[src/rtl/bip_control.sv]
// Control unit for a small accumulator processor: two-cycle FETCH/EXEC sequencer
// that decodes one instruction word into datapath strobes per EXEC cycle.
module bip_control #(
  parameter int AB = 11,
  parameter int IW = 16
) (
  input  logic          clk,
  input  logic          reset,
  input  logic          start_bip,
  input  logic [IW-1:0] instr,
  output logic [AB-1:0] address_bus,
  output logic          WrPC,
  output logic [AB-1:0] Operand,
  output logic [1:0]    SelA,
  output logic          SelB,
  output logic          WrAcc,
  output logic          WrRam,
  output logic          RdRam,
  output logic          Op,
  output logic          halted,
  output logic          illegal,
  output logic [15:0]   instr_count
);

  typedef enum logic [1:0] {IDLE, FETCH, EXEC, HALT} state_t;

  state_t        state;
  logic [AB-1:0] pc;
  logic [AB-1:0] pc_inc;
  logic [4:0]    opcode;
  logic          hlt_p1;

  assign opcode = instr[IW-1:IW-5];
  assign pc_inc = pc + {{(AB-1){1'b0}}, 1'b1};

  function automatic logic [15:0] sat_inc(input logic [15:0] v);
    return (v == 16'hFFFF) ? v : v + 16'd1;
  endfunction

  // Strobes are decoded on the FETCH->EXEC edge so they are registered and
  // line up with the EXEC cycle; instr is valid during FETCH for address_bus.
  always_ff @(posedge clk or posedge reset) begin
    if (reset) begin
      state       <= IDLE;
      pc          <= '0;
      address_bus <= '0;
      Operand     <= '0;
      hlt_p1      <= 1'b0;
      WrPC        <= 1'b0;
      SelA        <= 2'b00;
      SelB        <= 1'b0;
      WrAcc       <= 1'b0;
      WrRam       <= 1'b0;
      RdRam       <= 1'b0;
      Op          <= 1'b0;
      halted      <= 1'b0;
      illegal     <= 1'b0;
      instr_count <= '0;
    end else begin
      WrPC  <= 1'b0;
      SelA  <= 2'b00;
      SelB  <= 1'b0;
      WrAcc <= 1'b0;
      WrRam <= 1'b0;
      RdRam <= 1'b0;
      Op    <= 1'b0;
      case (state)
        IDLE: begin
          if (start_bip) begin
            state       <= FETCH;
            address_bus <= pc;
            WrPC        <= 1'b1;
          end
        end
        FETCH: begin
          state   <= EXEC;
          Operand <= instr[AB-1:0];
          hlt_p1  <= (opcode == 5'b00000);
          case (opcode)
            5'b00000: ;
            5'b00001: WrRam <= 1'b1;
            5'b00010: begin
              RdRam <= 1'b1;
              SelA  <= 2'b00;
              WrAcc <= 1'b1;
            end
            5'b00011: begin
              SelA  <= 2'b01;
              WrAcc <= 1'b1;
            end
            // opcode[1] distinguishes SUB/SUBI from ADD/ADDI
            5'b00100, 5'b00110: begin
              RdRam <= 1'b1;
              SelB  <= 1'b1;
              SelA  <= 2'b10;
              WrAcc <= 1'b1;
              Op    <= opcode[1];
            end
            5'b00101, 5'b00111: begin
              SelB  <= 1'b0;
              SelA  <= 2'b10;
              WrAcc <= 1'b1;
              Op    <= opcode[1];
            end
            default: illegal <= 1'b1;
          endcase
        end
        EXEC: begin
          if (hlt_p1) begin
            state  <= HALT;
            halted <= 1'b1;
          end else begin
            state       <= FETCH;
            pc          <= pc_inc;
            address_bus <= pc_inc;
            WrPC        <= 1'b1;
            instr_count <= sat_inc(instr_count);
          end
        end
        HALT:    state <= HALT;
        default: state <= IDLE;
      endcase
    end
  end

endmodule

[config.mk]
export PLATFORM = sky130hd
export DESIGN_NAME = bip_control
export DESIGN_NICKNAME = d
export VERILOG_FILES = /design/src/rtl/bip_control.sv
export SDC_FILE = /design/constraint.sdc
export NUM_CORES = 1
export LEC_CHECK = 0
export ABC_CLOCK_PERIOD_IN_PS = 1500
export BUFFER_PORTS_ARGS = -buffer_cell sky130_fd_sc_hd__buf_2
export CAP_MARGIN = 25
export CORE_AREA = 2 2 79 81
export DETAILED_ROUTE_END_ITERATION = 6
export DIE_AREA = 0 0 81 83
export PLACE_DENSITY = 0.73
export SLEW_MARGIN = 20
export SYNTH_ARGS = -nofsm -noshare
export SYNTH_HDL_FRONTEND = slang
export SYNTH_SLANG_ARGS = --single-unit
export TNS_END_PERCENT = 1
[constraint.sdc]
create_clock -name clk -period 1.5 [get_ports clk]
set_input_delay 0.075 -clock clk [delete_from_list [all_inputs] [get_ports clk]]
set_output_delay 0.075 -clock clk [all_outputs]
set_load 0.02 [all_outputs]
; After elaboration in Yosys (flattened, before gate mapping)
; Index checks and enable logic that the tools add are counted.
; W data, S select, Z words.
[totals]
reg_bits = 62
output_inout_bits = 48
wordCells = 67
[classes]
add_sub_neg = 2
n_eq_ne = 13
mux = 21
bitwise = 3
n_reduce_logical = 13
[ops]
columns = operator, n
row1 = $mux W11, 2
row2 = $pmux W11 S2, 1
row3 = $eq A5 B3 Y1 const B, 4
row4 = $add A16 B1 Y16 const B, 1
row5 = $eq A16 B16 Y1 const B, 1
row6 = $mux W1, 12
row7 = $add A11 B1 Y11 const B, 1
row8 = $eq A5 B2 Y1 const B, 2
row9 = $pmux W2 S4, 1
row10 = $reduce_or A8 Y1, 1
row11 = $mux W2, 3
row12 = $reduce_and A2 Y1, 3
row13 = $reduce_and A3 Y1, 2
row14 = $reduce_or A6 Y1, 1
row15 = $eq A5 B1 Y1 const B, 1
row16 = $logic_not A5 Y1, 1
row17 = $eq A2 B2 Y1 const B, 2
row18 = $ne A2 B2 Y1 const B, 2
row19 = $pmux W2 S2, 1
row20 = $reduce_or A4 Y1, 1
row21 = $not A1 Y1, 3
row22 = $reduce_or A3 Y1, 1
row23 = $eq A2 B1 Y1 const B, 1
row24 = $logic_not A2 Y1, 1
row25 = other kinds (3), 3

; Logic depth before layout (Yosys ltp)
[depth]
ltp_word = 4
mapped_depth = 5
mapped_depth_nobuf = 5

; Worst setup path before layout
; No wires, ideal clock.
[synth_path]
kind = register to register
startpoint = register instr_count[0]
endpoint = register instr_count[1]
setup_ns = 0.125
arrival_time_ns = 1.657
t_required_ns = 1.375
setup_slack_ns = -0.282
path_stages_with_launch = 6
synth_period_minus_slack_ns = 1.782
path_cell_list = dfrtp_1 ha_1 and4_1 nand4_1 and2_1 mux2_2
[synth_between]
elab_chain_len = 3
[synth_rtl]
columns = element, line
row1 = from (decl), 22  ; output logic [15:0] instr_count
row2 = from (signal assigned), 117  ; instr_count <= sat_inc(instr_count);
row3 = "parallel branches: the longest is 3 deep, another holds $add A16 B1 Y16", n/a
; Several ways; the timed one is not identified.
; A chain may end at the register's enable or synchronous reset.

; Final worst setup path
[layout_path]
startpoint = register state[0]
endpoint = register pc[9]
[layout_between]
elab_chain_len = 2
[layout_rtl]
columns = element, line
row1 = from (decl), 27  ; state_t state;
row2 = from (signal assigned), 44  ; state <= IDLE;
row3 = from (signal assigned), 70  ; state <= FETCH;
row4 = from (signal assigned), 76  ; state <= EXEC;
row5 = $eq A2 B2 Y1, 67  ; case (state)
row6 = $reduce_and A2 Y1 (no source line), n/a
row7 = to (signal assigned), 114  ; pc <= pc_inc;
row8 = to (decl), 28  ; logic [AB-1:0] pc;
; No other way between the ends.

==> results.md <==
* Run status: finished, violations left
* Top-count cell post-synth: dfrtp_1
* Vias per std cell at 4.923
* Failing checks: negative setup slack
* Worst relative slew slack at 69.23%
* Synth area leader: dfrtp_1
* Maximum clock insertion buffer count at 2
* DR iter-0 viols at 129
* Slew @ Worst Pin at 0.4606 ns
* H-tree depth at 3
* Finished Layout Cells at 455
* Placed Cells at 420
* Fraction of layout cells with a size suffix above 1 at 35.79%
* WL final at 5901 microns
* Clk slew on worst S/H paths at 0.07 ns
* Register area share after synthesis at 57.49%
* Synth top area cells: dfrtp_1, nand2_1, xnor2_1
* Post-synth EDFFs at 0
* Peak supply drop at 1.211 mV
* Root Driver: clkbuf_8
* Final worst path period need at 1.567 ns
* Synth async-reset ratio at 100.0%
* Pwr/cell area at 1449 nW/um^2
* Row cnt at 28
* Worst Skew at 0.004725 ns
* Wire length per cell at 12.97 microns
* Min-Delay Path Class: input pin to flip-flop
* Critical path launch point type: flip-flop
* Final hold violations at 0
* Main synth FF type: dfrtp_1
* GR Overflow Total at 0
* Final nets at 396
* N_diodes at 0
* Fin. max-slew vios at 0
* Critical Path AT at 1.82 ns
* Crit Path Class: flip-flop to flip-flop
* Via total after detailed routing at 2240
* First-pass GRT wire length at 10170 microns
* Initial antenna violation count at 0
* Final WS setup at -0.06746 ns
* Dpl hpwl at 3953 microns
* Synthesized cell area at 2699 sq um
* Core area at 5816 sq um
* Port Buf Inserts at 66
* Final Setup Violations at 7
* Highest clock rate at 638.0 MHz
* Hold Worst Slack at 0.02598 ns
* Syn Inst Count at 256
* Final Util at 65.49%
* Drc violations at 0
* IO Count at 67
* RSZ-0062 raised after global routing: true
* Number of global-route vias before repair at 2252
* CP Max Fanout at 5
* Starting Density at 46.41%
* CTS tree: yes
* Leakage power at 1.927 nW
* Req. time, crit path at 1.75 ns
* Worst skew pair latency at 0.33 ns
* Total CTS buffers at 9
* Die Ht at 83 microns
* Synth unique cells at 36
* Number of synthesis warnings at 0
* Largest net degree at the start of global routing at 44
* Clock Sink Count at 62
* FF+latch count, synth at 62
* Syn Area/Cell at 10.54 sq um
* Syn Nets at 277
* Post-synth top area share at 57.49%
* Most frequent cells after synthesis: dfrtp_1, nand2_1, xnor2_1
* Drt first pass iters at 4
* Total track usage at 19.26%
* GPL Wtd Cong at 0.7966
* Remaining antenna violation count at 0
* Die area at 6723 sq um
* Max-cap violations at 0
* Tcrit/Tclk final at 104.5%
* Area Growth Syn to Fin at 41.12%
* Die X at 81 microns
* Critical Path Sink Type: flip-flop
## stage by stage
| stage | worst slack, ns | cell area (sq um) | power, W | TNS, ns |
|---|---|---|---|---|
| after global placement | -0.1485 | 3336 | 0.003762 | -1.139 |
| after global routing | -0.1423 | 3809 | 0.005862 | -1.253 |
| after CTS | -0.08439 | 3761 | 0.005509 | -0.4259 |
| final | -0.06746 | 3809 | 0.005520 | -0.2711 |
| after detailed placement | -0.2004 | 3336 | 0.003819 | -1.807 |
| after floorplan | -0.2378 | 2704 | 0.003164 | -1.215 |
## flip-flops by register name, summed over array words and instances (netlist names), 2 cells and up
register / flops
instr_count: 16
address_bus: 11
state: 2
SelA: 2
Operand: 11
pc: 11
## cell type report
class / instances / area [sq um]
Clock buffer: 9 / 123.9
Clock inverter: 7 / 97.59
Fill cell: 477 / 2007
Inverter: 4 / 18.77
Multi-Input combinational cell: 182 / 1161
Sequential cell: 62 / 1553
Tap cell: 75 / 93.84
Timing Repair Buffer: 116 / 760.7
## worst max-delay path, stage by stage (launching register included)
cell and delay, ns:
dfrtp_1 0.38, or3b_4 0.44, or3_4 0.42, nor2_4 0.09, xor2_1 0.16
## logic make-up after synthesis
kind of cell    synth area share, %
flops                         57.49
mux                           2.040
simple gates                  23.18
compound gates                4.358
buf+inv                       1.947
fa+ha+maj                    0.9271
xor+xnor                      10.06
## worst paths after layout
kind	from	cells after the start	end	slack (ns)
max	state[0]$_DFFE_PP0P_	4	pc[9]$_DFFE_PP0P_	-0.07
min	instr[14]	3	illegal$_DFFE_PP0P_	0.03
max reg2reg	state[0]$_DFFE_PP0P_	4	pc[9]$_DFFE_PP0P_	-0.07
min reg2reg	halted$_DFFE_PP0P_	1	halted$_DFFE_PP0P_	0.46
max in group asynchronous	reset	4	Operand[5]$_DFFE_PP0P_	0.65
min in group asynchronous	reset	3	instr_count[14]$_DFFE_PP0P_	0.30
## metal layers
metal	global-route usage, %	vias to the layer above	part of all wire, %
met5	0	-	0
met4	8.012	0	1.5
met3	4.674	10	5.3
met2	31.10	70	51
met1	24.46	1053	42
li1	-	1107	-
## where the power goes
group / total [W] / switching [W] / internal, W
registers: 0.00226 / 0.000248 / 0.00201
clock network: 0.00162 / 0.000675 / 0.000940
logic: 0.00164 / 0.000963 / 0.000679
## timing repair
action	CTS	global route
endpoints found under the setup margin	18	25
resized for setup	5	9
buffers inserted	2	0
pin swaps	5	2
endpoints found under the hold margin	37	0
hold buffers	17	0
## cell usage in the layout (no fill, tap or decap), types with 2 or more instances in the layout
cell,instances
a21o_1,2
and3_1,6
and4_1,4
buf_2,66
buf_4,32
bufinv_16,2
clkbuf_8,9
clkinvlp_4,3
dfrtp_1,61
dlygate4sd3_1,17
inv_1,3
mux2_2,2
nand2_1,61
nand3_1,11
nand4_1,11
nor2_1,8
nor2_2,2
nor3_1,3
nor4_2,2
o21ai_0,12
xnor2_1,22
xor2_1,9
Power figures use the tool's default switching activity.
